`config.mk`:
```
export PLATFORM = sky130hd
export DESIGN_NAME = mem_bus_ctrl_flat
export DESIGN_NICKNAME = d
export VERILOG_FILES = /design/src/rtl/mem_bus_ctrl_if.sv /design/src/rtl/mem_bus_ctrl.sv /design/src/flat_wrapper.sv
export SDC_FILE = /design/constraint.sdc
export NUM_CORES = 1
export LEC_CHECK = 0
export CAP_MARGIN = 10
export CELL_PAD_IN_SITES_DETAIL_PLACEMENT = 0
export CELL_PAD_IN_SITES_GLOBAL_PLACEMENT = 1
export CORE_ASPECT_RATIO = 1.4
export CORE_UTILIZATION = 39
export DETAILED_ROUTE_END_ITERATION = 6
export PLACE_DENSITY_LB_ADDON = 0.1
export SLEW_MARGIN = 30
export SYNTH_ARGS = -nofsm -noshare
export SYNTH_HDL_FRONTEND = slang
export SYNTH_SLANG_ARGS = --single-unit
export TNS_END_PERCENT = 100
```
`constraint.sdc`:
```
create_clock -name clock -period 3.5 [get_ports clock]
set_input_delay 0.7 -clock clock [delete_from_list [all_inputs] [get_ports clock]]
set_output_delay 0.7 -clock clock [all_outputs]
set_load 0.02 [all_outputs]
```
`src/rtl/mem_bus_ctrl_if.sv`:
```
// Core-side request/response ports and byte-serial host bus of mem_bus_ctrl.
// The master modport is the controller's view; slave is the core/host side.
interface mem_bus_ctrl_if;
    logic        fetch_req;
    logic [15:0] fetch_addr;
    logic        fetch_done;
    logic [15:0] instr_word0;
    logic [15:0] instr_word1;
    logic        instr_has_ext;
    logic        mem_req;
    logic        mem_we;
    logic [15:0] mem_addr;
    logic [15:0] mem_wdata;
    logic        mem_done;
    logic [15:0] mem_rdata;
    logic        halt_req;
    logic [7:0]  out_bus;
    logic [7:0]  in_bus;
    logic        bus_pc;
    logic        bus_mar;
    logic        bus_mdr;
    logic        ard_data_ready;
    logic        ard_receive_ready;
    logic        halt;
    logic        busy;

    modport master (
        input  fetch_req, fetch_addr, mem_req, mem_we, mem_addr, mem_wdata, halt_req,
               in_bus, ard_data_ready, ard_receive_ready,
        output fetch_done, instr_word0, instr_word1, instr_has_ext, mem_done, mem_rdata,
               out_bus, bus_pc, bus_mar, bus_mdr, halt, busy
    );

    modport slave (
        output fetch_req, fetch_addr, mem_req, mem_we, mem_addr, mem_wdata, halt_req,
               in_bus, ard_data_ready, ard_receive_ready,
        input  fetch_done, instr_word0, instr_word1, instr_has_ext, mem_done, mem_rdata,
               out_bus, bus_pc, bus_mar, bus_mdr, halt, busy
    );
endinterface

```
`src/rtl/mem_bus_ctrl.sv`:
```
// Byte-serial memory bus controller: arbitrates fetch/load-store/halt, serializes
// addresses and store data onto the host bus and reassembles returned bytes into words.
module mem_bus_ctrl #(
    parameter logic [3:0] I_TYPE_CODE = 4'h1,
    parameter logic [3:0] M_TYPE_CODE = 4'h2
) (
    input  logic           clock,
    input  logic           reset,
    mem_bus_ctrl_if.master bus
);
    typedef enum logic [3:0] {
        IDLE, ADDR_LO, ADDR_HI, WDATA_LO, WDATA_HI,
        RDATA_LO, RDATA_HI, EXT_LO, EXT_HI, HALTED
    } state_t;

    typedef enum logic [1:0] {OP_FETCH, OP_LOAD, OP_STORE} op_t;

    state_t      state_q, state_d;
    op_t         op_q, op_d;
    logic [15:0] addr_q, addr_d;
    logic [15:0] wdata_q, wdata_d;
    logic [7:0]  lo_q, lo_d;
    logic [15:0] word0_q, word0_d;

    logic        fetch_done_q, fetch_done_d;
    logic        mem_done_q, mem_done_d;
    logic [15:0] instr_word0_q, instr_word0_d;
    logic [15:0] instr_word1_q, instr_word1_d;
    logic        instr_has_ext_q, instr_has_ext_d;
    logic [15:0] mem_rdata_q, mem_rdata_d;
    logic [7:0]  out_bus_q, out_bus_d;
    logic        bus_pc_q, bus_pc_d;
    logic        bus_mar_q, bus_mar_d;
    logic        bus_mdr_q, bus_mdr_d;
    logic        halt_q, halt_d;
    logic        busy_q, busy_d;

    logic        accept;
    logic        is_ext_type;

    // A done pulse blocks acceptance so the requester can drop its req first.
    assign accept = (state_q == IDLE) && bus.ard_receive_ready && !fetch_done_q && !mem_done_q;
    assign is_ext_type = (lo_q[3:0] == I_TYPE_CODE) || (lo_q[3:0] == M_TYPE_CODE);

    always_comb begin
        state_d         = state_q;
        op_d            = op_q;
        addr_d          = addr_q;
        wdata_d         = wdata_q;
        lo_d            = lo_q;
        word0_d         = word0_q;
        fetch_done_d    = 1'b0;
        mem_done_d      = 1'b0;
        instr_word0_d   = instr_word0_q;
        instr_word1_d   = instr_word1_q;
        instr_has_ext_d = instr_has_ext_q;
        mem_rdata_d     = mem_rdata_q;

        case (state_q)
            IDLE: begin
                if (accept) begin
                    if (bus.halt_req) begin
                        state_d = HALTED;
                    end else if (bus.mem_req) begin
                        state_d = ADDR_LO;
                        op_d    = bus.mem_we ? OP_STORE : OP_LOAD;
                        addr_d  = bus.mem_addr;
                        wdata_d = bus.mem_wdata;
                    end else if (bus.fetch_req) begin
                        state_d = ADDR_LO;
                        op_d    = OP_FETCH;
                        addr_d  = bus.fetch_addr;
                    end
                end
            end
            ADDR_LO:  state_d = ADDR_HI;
            ADDR_HI:  state_d = (op_q == OP_STORE) ? WDATA_LO : RDATA_LO;
            WDATA_LO: state_d = WDATA_HI;
            WDATA_HI: begin
                state_d    = IDLE;
                mem_done_d = 1'b1;
            end
            RDATA_LO: begin
                if (bus.ard_data_ready) begin
                    lo_d    = bus.in_bus;
                    state_d = RDATA_HI;
                end
            end
            RDATA_HI: begin
                if (bus.ard_data_ready) begin
                    if (op_q == OP_LOAD) begin
                        mem_rdata_d = {bus.in_bus, lo_q};
                        mem_done_d  = 1'b1;
                        state_d     = IDLE;
                    end else if (is_ext_type) begin
                        word0_d = {bus.in_bus, lo_q};
                        state_d = EXT_LO;
                    end else begin
                        instr_word0_d   = {bus.in_bus, lo_q};
                        instr_word1_d   = 16'h0000;
                        instr_has_ext_d = 1'b0;
                        fetch_done_d    = 1'b1;
                        state_d         = IDLE;
                    end
                end
            end
            EXT_LO: begin
                if (bus.ard_data_ready) begin
                    lo_d    = bus.in_bus;
                    state_d = EXT_HI;
                end
            end
            EXT_HI: begin
                if (bus.ard_data_ready) begin
                    instr_word0_d   = word0_q;
                    instr_word1_d   = {bus.in_bus, lo_q};
                    instr_has_ext_d = 1'b1;
                    fetch_done_d    = 1'b1;
                    state_d         = IDLE;
                end
            end
            HALTED:  state_d = HALTED;
            default: state_d = IDLE;
        endcase

        // Bus outputs are registered, so they are decoded from the state being entered.
        out_bus_d = 8'h00;
        bus_pc_d  = 1'b0;
        bus_mar_d = 1'b0;
        bus_mdr_d = 1'b0;
        case (state_d)
            ADDR_LO, ADDR_HI: begin
                out_bus_d = (state_d == ADDR_LO) ? addr_d[7:0] : addr_d[15:8];
                bus_pc_d  = (op_d == OP_FETCH);
                bus_mar_d = (op_d != OP_FETCH);
                bus_mdr_d = (op_d == OP_STORE);
            end
            WDATA_LO, WDATA_HI: begin
                out_bus_d = (state_d == WDATA_LO) ? wdata_d[7:0] : wdata_d[15:8];
                bus_mdr_d = 1'b1;
            end
            default: begin
                out_bus_d = 8'h00;
            end
        endcase

        busy_d = (state_d != IDLE) && (state_d != HALTED);
        halt_d = (state_d == HALTED);
    end

    always_ff @(posedge clock) begin
        if (reset) begin
            state_q         <= IDLE;
            op_q            <= OP_FETCH;
            addr_q          <= 16'h0000;
            wdata_q         <= 16'h0000;
            lo_q            <= 8'h00;
            word0_q         <= 16'h0000;
            fetch_done_q    <= 1'b0;
            mem_done_q      <= 1'b0;
            instr_word0_q   <= 16'h0000;
            instr_word1_q   <= 16'h0000;
            instr_has_ext_q <= 1'b0;
            mem_rdata_q     <= 16'h0000;
            out_bus_q       <= 8'h00;
            bus_pc_q        <= 1'b0;
            bus_mar_q       <= 1'b0;
            bus_mdr_q       <= 1'b0;
            halt_q          <= 1'b0;
            busy_q          <= 1'b0;
        end else begin
            state_q         <= state_d;
            op_q            <= op_d;
            addr_q          <= addr_d;
            wdata_q         <= wdata_d;
            lo_q            <= lo_d;
            word0_q         <= word0_d;
            fetch_done_q    <= fetch_done_d;
            mem_done_q      <= mem_done_d;
            instr_word0_q   <= instr_word0_d;
            instr_word1_q   <= instr_word1_d;
            instr_has_ext_q <= instr_has_ext_d;
            mem_rdata_q     <= mem_rdata_d;
            out_bus_q       <= out_bus_d;
            bus_pc_q        <= bus_pc_d;
            bus_mar_q       <= bus_mar_d;
            bus_mdr_q       <= bus_mdr_d;
            halt_q          <= halt_d;
            busy_q          <= busy_d;
        end
    end

    assign bus.fetch_done    = fetch_done_q;
    assign bus.mem_done      = mem_done_q;
    assign bus.instr_word0   = instr_word0_q;
    assign bus.instr_word1   = instr_word1_q;
    assign bus.instr_has_ext = instr_has_ext_q;
    assign bus.mem_rdata     = mem_rdata_q;
    assign bus.out_bus       = out_bus_q;
    assign bus.bus_pc        = bus_pc_q;
    assign bus.bus_mar       = bus_mar_q;
    assign bus.bus_mdr       = bus_mdr_q;
    assign bus.halt          = halt_q;
    assign bus.busy          = busy_q;
endmodule

```
`src/flat_wrapper.sv`:
```
// flat-port wrapper written by rule: the top's interface ports become plain ports
module mem_bus_ctrl_flat 
#(
    parameter logic [3:0] I_TYPE_CODE = 4'h1,
    parameter logic [3:0] M_TYPE_CODE = 4'h2
)
  (clock, reset, bus_fetch_req, bus_fetch_addr, bus_mem_req, bus_mem_we, bus_mem_addr, bus_mem_wdata, bus_halt_req, bus_in_bus, bus_ard_data_ready, bus_ard_receive_ready, bus_fetch_done, bus_instr_word0, bus_instr_word1, bus_instr_has_ext, bus_mem_done, bus_mem_rdata, bus_out_bus, bus_bus_pc, bus_bus_mar, bus_bus_mdr, bus_halt, bus_busy);
  mem_bus_ctrl_if bus_i ();
  input  logic clock;
  input  logic reset;
  input wire logic [$bits(bus_i.fetch_req)-1:0] bus_fetch_req;
  input wire logic [$bits(bus_i.fetch_addr)-1:0] bus_fetch_addr;
  input wire logic [$bits(bus_i.mem_req)-1:0] bus_mem_req;
  input wire logic [$bits(bus_i.mem_we)-1:0] bus_mem_we;
  input wire logic [$bits(bus_i.mem_addr)-1:0] bus_mem_addr;
  input wire logic [$bits(bus_i.mem_wdata)-1:0] bus_mem_wdata;
  input wire logic [$bits(bus_i.halt_req)-1:0] bus_halt_req;
  input wire logic [$bits(bus_i.in_bus)-1:0] bus_in_bus;
  input wire logic [$bits(bus_i.ard_data_ready)-1:0] bus_ard_data_ready;
  input wire logic [$bits(bus_i.ard_receive_ready)-1:0] bus_ard_receive_ready;
  output wire logic [$bits(bus_i.fetch_done)-1:0] bus_fetch_done;
  output wire logic [$bits(bus_i.instr_word0)-1:0] bus_instr_word0;
  output wire logic [$bits(bus_i.instr_word1)-1:0] bus_instr_word1;
  output wire logic [$bits(bus_i.instr_has_ext)-1:0] bus_instr_has_ext;
  output wire logic [$bits(bus_i.mem_done)-1:0] bus_mem_done;
  output wire logic [$bits(bus_i.mem_rdata)-1:0] bus_mem_rdata;
  output wire logic [$bits(bus_i.out_bus)-1:0] bus_out_bus;
  output wire logic [$bits(bus_i.bus_pc)-1:0] bus_bus_pc;
  output wire logic [$bits(bus_i.bus_mar)-1:0] bus_bus_mar;
  output wire logic [$bits(bus_i.bus_mdr)-1:0] bus_bus_mdr;
  output wire logic [$bits(bus_i.halt)-1:0] bus_halt;
  output wire logic [$bits(bus_i.busy)-1:0] bus_busy;
  assign bus_i.fetch_req = bus_fetch_req;
  assign bus_i.fetch_addr = bus_fetch_addr;
  assign bus_i.mem_req = bus_mem_req;
  assign bus_i.mem_we = bus_mem_we;
  assign bus_i.mem_addr = bus_mem_addr;
  assign bus_i.mem_wdata = bus_mem_wdata;
  assign bus_i.halt_req = bus_halt_req;
  assign bus_i.in_bus = bus_in_bus;
  assign bus_i.ard_data_ready = bus_ard_data_ready;
  assign bus_i.ard_receive_ready = bus_ard_receive_ready;
  assign bus_fetch_done = bus_i.fetch_done;
  assign bus_instr_word0 = bus_i.instr_word0;
  assign bus_instr_word1 = bus_i.instr_word1;
  assign bus_instr_has_ext = bus_i.instr_has_ext;
  assign bus_mem_done = bus_i.mem_done;
  assign bus_mem_rdata = bus_i.mem_rdata;
  assign bus_out_bus = bus_i.out_bus;
  assign bus_bus_pc = bus_i.bus_pc;
  assign bus_bus_mar = bus_i.bus_mar;
  assign bus_bus_mdr = bus_i.bus_mdr;
  assign bus_halt = bus_i.halt;
  assign bus_busy = bus_i.busy;
  mem_bus_ctrl #(.I_TYPE_CODE(I_TYPE_CODE), .M_TYPE_CODE(M_TYPE_CODE)) u_core (.clock(clock), .reset(reset), .bus(bus_i));
endmodule
```
==> metrics.log, run 1 <==
INFO  metric clock_tree.buffer_depth = 2
INFO  metric synth_cells = 621
INFO  metric worst_skew_pair.late_latency = 410 ps
INFO  metric timing.critical_path.fanout_max = 10
INFO  metric number_of_inserted_diodes = 0
INFO  metric seqCellArea = 2522 sq um
INFO  metric final_period_minus_worst_setup_slack = 2725 ps
INFO  metric die-area = 14090 sq um
INFO  metric fp.dieH = 140.1 um
INFO  metric maxSlewHeadroom = 43.53%
INFO  metric worst_setup_path_end_kind = flip-flop
INFO  metric gr-usage-met2 = 39.11%
INFO  metric die-width = 100.6 um
INFO  metric design_area = 7296 sq um
INFO  metric ioPinCount = 128
INFO  metric grt.busiest_layer = met2
INFO  metric finish.net_count = 799
INFO  metric route.vias.total = 4830
INFO  metric cell_seen_most_often_among_critical_path_stages = sky130_fd_sc_hd__buf_4
INFO  metric ys_seq_elements = 126
INFO  metric maxCapViolCount = 0
INFO  metric reg2reg_slack = 850 ps
INFO  metric tightestPinTransition = 847.1 ps
INFO  metric grt.met3_usage = 4.391%
INFO  metric multi_input_area = 2555 sq um
INFO  metric clock_tree.htree_level_count = 4
INFO  metric ctsHoldBuffers = 0
INFO  metric cts-root-buf = sky130_fd_sc_hd__clkbuf_16
INFO  metric placement_rows = 50
INFO  metric powerDensity = 512.4 nW/um^2
INFO  metric antenna_violations_before_repair = 0
INFO  metric finalWeightedCongestion = 0.8670
INFO  metric syn_to_final_growth = 37.39%
INFO  metric netlist_area = 5310 sq um
INFO  metric final_setup_tns = 0 ps
INFO  metric period_utilisation_layout = 77.86%
INFO  metric first_iter_violations = 188
INFO  metric critical_path_class = input pin to flip-flop
INFO  metric place_area = 6731 sq um
INFO  metric globalRouteTotalUtil = 22.39%
INFO  metric pin_count_of_the_biggest_net_entering_global_routing = 82
INFO  metric setup_viol_count_final = 0
INFO  metric finClkSkew = 8.006 ps
INFO  metric asyncSetResetFlopFracSynth = 0%
INFO  metric rsz0062_at_grt = false
INFO  metric clock_tree_from_tritoncts = yes
INFO  metric power.static_leakage = 2.610 nW
INFO  metric placement.io_buffers = 127
INFO  metric starting_density_of_the_core = 39.85%
INFO  metric max_freq = 367.0 MHz
INFO  metric synth_edf_count = 0
INFO  metric vias_per_cell = 5.199
INFO  metric worstSetupStartpointType = input pin
INFO  metric global_route.usage.met1 = 25.77%
INFO  metric slowest_stage = sky130_fd_sc_hd__clkdlybuf4s50_1
INFO  metric yosys_warnings = 0
INFO  metric number_of_antenna_violating_nets_in_the_routed_design = 0
INFO  metric first_pass_grt_wire_length = 24.44 mm
INFO  metric critical_path.max_stage_delay = 650 ps
INFO  metric drt_wl_total = 15.16 mm
INFO  metric dp_hpwl = 10.59 mm
INFO  metric detail_route.wl_per_cell = 16.32 um
INFO  metric timing.critical_path.arrival = 3050 ps
INFO  metric yosys.cell_types.count = 53
INFO  metric postCtsResizedCells = 0
INFO  metric first_pass_iters = 4
INFO  metric globalRouteOverflowTotal = 0
INFO  metric cts.reportedPaths.clkPinSlew = 60 ps
INFO  metric design.core.area = 13330 sq um
INFO  metric synth.avg_cell_area = 8.551 sq um
INFO  metric outcome = complete, no violations
INFO  metric synth-main-ff-cell = sky130_fd_sc_hd__dfxtp_1
INFO  metric cts_buffers = 17
INFO  metric first_global_vias = 4794
INFO  metric post-cts-setup-buffer-count = 0
INFO  metric hold_viol_final = 0
INFO  metric path_cells = clkdlybuf4s50_1 > buf_4 > nand2b_1 > a32oi_1 > o21ai_1 > nor4bb_1 > buf_4 > mux2_4 > o22ai_2
INFO  metric hold_path.class = flip-flop to flip-flop
INFO  metric ir_drop = 0.3412 mV
INFO  metric final-max-slew-violation-count = 0
INFO  metric drc_violations = 0
INFO  metric layout.filler_cells = 1264
INFO  metric cp.required = 3830 ps
INFO  metric synth_fp_nets = 685
INFO  metric layout-drive-gt1-share = 7.631%
INFO  metric cts.sinks = 126
INFO  metric synth.yosys.seq_area_share = 47.50%
layer usage:
layer / vias up / wire (um)
met1: 2242 / 6101
li1: 2398 / -
met4: 0 / 458
met3: 28 / 839
met2: 162 / 7760
met5: - / 0
kinds of logic after synthesis:
kind of cell / after synthesis / share of synthesized area, %
DFF: 126 / 47.50
muxes: 34 / 6.503
AOI/OAI and AO/OA: 156 / 19.84
buffers and inverters: 58 / 4.430
xor gates and xnor gates: 2 / 0.3299
and+or+nand+nor: 245 / 21.40
power by group:
part	total (mW)	internal, mW	switching, mW
sequential	1.54	1.49	0.0477
combinational	0.514	0.250	0.265
clock	1.69	1.06	0.628
state kept, by name, summed over array words and instances (netlist names), 4 cells and up:
register / cells
u_core.bus.out_bus: 8
u_core.addr_q: 16
u_core.word0_q: 16
u_core.bus.instr_word0: 16
u_core.lo_q: 8
u_core.bus.instr_word1: 16
u_core.bus.mem_rdata: 16
u_core.state_q: 4
u_core.wdata_q: 16
synthesized netlist by cell type (9+ instances only):
cell type	n	area, sq um
sky130_fd_sc_hd__o21a_1	9	67.56
sky130_fd_sc_hd__a211oi_1	16	120.1
sky130_fd_sc_hd__dfxtp_1	126	2522
sky130_fd_sc_hd__mux2i_1	33	330.3
sky130_fd_sc_hd__inv_1	10	37.54
sky130_fd_sc_hd__nand2_1	82	307.8
sky130_fd_sc_hd__nor2b_1	12	75.07
sky130_fd_sc_hd__o22a_1	17	148.9
sky130_fd_sc_hd__a31oi_1	10	62.56
sky130_fd_sc_hd__nor2_1	107	401.6
sky130_fd_sc_hd__a22oi_1	23	172.7
sky130_fd_sc_hd__clkbuf_1	36	135.1
sky130_fd_sc_hd__a21oi_1	53	265.3
final timing paths:
kind / start / end / cells past startpoint
setup reg to reg: u_core.state_q[0] / u_core.bus.out_bus[7] / 7
hold reg to reg: u_core.word0_q[13] / u_core.word0_q[13] / 2
hold / removal: u_core.word0_q[13] / u_core.word0_q[13] / 2
setup / recovery: bus_ard_data_ready / u_core.bus.out_bus[7] / 9
through the flow:
step	cells	hold slack, ps	power (mW)	worst slack (ps)	util, %
CTS	929	452.8	3.779	810.1	54.75
global placement	898	438.7	2.078	493.9	50.52
detailed placement	898	444.5	2.083	443.6	50.52
global route	929	468.1	3.892	595.2	54.75
floorplan	621	431.5	1.871	934.0	-
finish	929	451.1	3.738	774.9	54.75
placed cells by master (no fill, tap or decap), drive strengths merged, types with 2 or more instances in the layout:
master,synthesis,routed
or3b,4,4
nand4b,2,2
clkdlybuf4s50,0,126
a31oi,10,10
bufinv,0,2
o21a,9,9
nor3b,4,4
nor2,107,107
nor4b,3,3
nand2b,5,5
nor3,4,4
and2,4,4
a21oi,53,53
inv,10,11
o22a,17,17
a32o,2,2
dfxtp,126,126
a211oi,17,17
or2,2,2
nand2,82,82
nor2b,12,12
clkinv,0,6
buf,12,17
o22ai,3,3
nand3,3,3
o21ai,11,11
a2111oi,8,8
mux2i,33,33
clkbuf,36,20
nand4bb,2,2
clkinvlp,0,2
a22oi,23,23
nand3b,4,4
worst max-delay path, delay by kind of cell:
kind / cells / cell delay [ps]
buffers and inverters: 3 / 1090
AO/OA/AOI/OAI: 3 / 540
AND/OR/NAND/NOR: 2 / 400
multiplexers: 1 / 320
cell type report:
cell class	instances	area share (%)
clock buffers	20	6.122
flip-flops and latches	126	34.57
well taps	182	3.121
inverters	10	0.5145
repair buffers	143	19.04
multi-input cells	437	35.02
clock inverters	11	1.612
Power figures use the tool's default switching activity.
==> inputs of run 2 (changes only) <==
CORE_UTILIZATION = 36   (was 39)
clock period = 2.75 ns   (was 3.5 ns; I/O delays follow)
==> metrics.log, run 2 (synthesized netlist as in run 1, its figures left out) <==
INFO  metric outcome = complete, no violations
INFO  metric timing.critical_path.fanout_max = 12
INFO  metric worst_skew_pair.late_latency = 410 ps
INFO  metric antenna_violations_before_repair = 0
INFO  metric dpl_worst_slack = -103.1 ps
INFO  metric hold_viol_final = 0
INFO  metric reg2reg_slack = 290 ps
INFO  metric cts.sinks = 126
INFO  metric final_setup_tns = 0 ps
INFO  metric layout-drive-gt1-share = 9.103%
INFO  metric postCtsResizedCells = 0
INFO  metric powerDensity = 692.0 nW/um^2
INFO  metric startpoint = u_core.state_q[2]
INFO  metric post-cts-setup-buffer-count = 0
INFO  metric multi_input_area = 2555 sq um
INFO  metric maxCapViolCount = 0
INFO  metric timing.critical_path.arrival = 2790 ps
INFO  metric ioPinCount = 128
INFO  metric critical_path_class = flip-flop to flip-flop
INFO  metric cts_buffers = 17
INFO  metric power = 5.220 mW
INFO  metric mostFrequentLayoutCells = 126 x sky130_fd_sc_hd__clkdlybuf4s50_1, 126 x sky130_fd_sc_hd__dfxtp_1, 107 x sky130_fd_sc_hd__nor2_1
INFO  metric drt_wl_total = 15.53 mm
INFO  metric clock_tree.buffer_depth = 2
INFO  metric worst_r2r_path_depth = 7
INFO  metric design_area = 7543 sq um
INFO  metric seqCellArea = 2522 sq um
INFO  metric globalRouteTotalUtil = 20.95%
INFO  metric die-area = 15250 sq um
INFO  metric period_utilisation_layout = 89.37%
INFO  metric dp_hpwl = 10.78 mm
INFO  metric first_pass_grt_wire_length = 24.84 mm
INFO  metric slowest_stage = sky130_fd_sc_hd__dfxtp_1
INFO  metric tightestPinTransition = 703.3 ps
INFO  metric detail_route.wl_per_cell = 16.40 um
INFO  metric vias_per_cell = 5.113
INFO  metric setup_viol_count_final = 0
INFO  metric starting_density_of_the_core = 36.76%
INFO  metric cp.required = 3080 ps
INFO  metric hold_depth = 2
INFO  metric ctsHoldBuffers = 0
INFO  metric number_of_antenna_violating_nets_in_the_routed_design = 0
INFO  metric drc_violations = 0
INFO  metric placement.io_buffers = 127
INFO  metric design.core.area = 14440 sq um
INFO  metric worst_setup_path_end_kind = flip-flop
INFO  metric r2r_end = u_core.bus.out_bus[7]
INFO  metric finClkSkew = 13.10 ps
INFO  metric clock_tree_from_tritoncts = yes
INFO  metric place_inst = 915
INFO  metric layout.filler_cells = 1386
INFO  metric cts.reportedPaths.clkPinSlew = 60 ps
INFO  metric cts-root-buf = sky130_fd_sc_hd__clkbuf_16
INFO  metric clock_tree.htree_level_count = 4
INFO  metric final_critical_path_setup_slack = 292.4 ps
INFO  metric final_core_utilization = 52.23%
INFO  metric fp.dieH = 145.7 um
INFO  metric first_pass_iters = 5
INFO  metric ir_drop = 0.3773 mV
INFO  metric final-max-slew-violation-count = 0
INFO  metric place_area = 6865 sq um
INFO  metric globalRouteOverflowTotal = 0
INFO  metric r2r_start = u_core.state_q[2]
INFO  metric fin_worst_hold_slack = 451.0 ps
INFO  metric first_iter_violations = 172
INFO  metric number_of_inserted_diodes = 0
INFO  metric hold_path.class = flip-flop to flip-flop
INFO  metric critical_path.max_stage_delay = 550 ps
INFO  metric stdcell_count = 947
INFO  metric finalWeightedCongestion = 0.7831
INFO  metric finish.net_count = 809
INFO  metric die-width = 104.6 um
INFO  metric pin_count_of_the_biggest_net_entering_global_routing = 75
INFO  metric final_period_minus_worst_setup_slack = 2458 ps
INFO  metric placement_rows = 52
INFO  metric power.static_leakage = 2.723 nW
INFO  metric syn_to_final_growth = 42.06%
INFO  metric path_cells = nand4bb_1 > nor4b_4 > a211oi_4 > nor4bb_1 > buf_4 > mux2_4 > o22ai_2
INFO  metric worstSetupStartpointType = flip-flop
INFO  metric rsz0062_at_grt = false
INFO  metric max_freq = 406.9 MHz
INFO  metric critPathCapture = u_core.bus.out_bus[7]
INFO  metric maxSlewHeadroom = 52.80%
INFO  metric first_global_vias = 4773
INFO  metric route.vias.total = 4842
run 2: changes by cell type in the layout (fill, tap and decap cells not counted), sizes merged:
| cell | change |
|---|---|
| buf | +10 |
| clkbuf | -1 |
| clkinv | -2 |
| bufinv | +4 |
run 2: worst max-delay path: cells and delay by family (launching register included):
kind / cells / cell delay [ps]
flops: 1 / 550
buf+inv: 1 / 220
simple gates: 3 / 1050
compound gates: 2 / 240
mux: 1 / 310
run 2: power breakdown:
group | leakage, nW | switching, mW | internal [mW] | total (mW)
Combinational | 1.38 | 0.353 | 0.348 | 0.701
Clock | 0.324 | 0.841 | 1.73 | 2.57
Sequential | 1.02 | 0.0534 | 1.90 | 1.95
Total | 2.72 | 1.25 | 3.97 | 5.22
run 2: layout make-up:
cell class	instances	share of cell area, %
multi-input cells	437	33.87
flip-flops and latches	126	33.44
repair buffers	153	20.07
clock buffers	19	5.872
well taps	189	3.135
clock inverters	13	3.118
inverters	10	0.4976
run 2: worst min path at each step:
stage / endpoint / slack, ps / from
floorplan: u_core.word0_q[10] / 430 / u_core.word0_q[10]
global placement: u_core.word0_q[15] / 440 / u_core.word0_q[15]
detailed placement: u_core.word0_q[14] / 440 / u_core.word0_q[14]
CTS: u_core.word0_q[14] / 450 / u_core.word0_q[14]
global route: u_core.word0_q[15] / 470 / u_core.word0_q[15]
finish: u_core.word0_q[14] / 450 / u_core.word0_q[14]
run 2: routing by layer:
metal | up-vias | part of all wire [%] | GRT usage [%]
met1 | 2280 | 41 | 23.27
li1 | 2421 | - | -
met4 | 0 | 1.1 | 6.338
met3 | 15 | 4.7 | 5.687
met2 | 126 | 53 | 38.51
met5 | - | 0 | 0
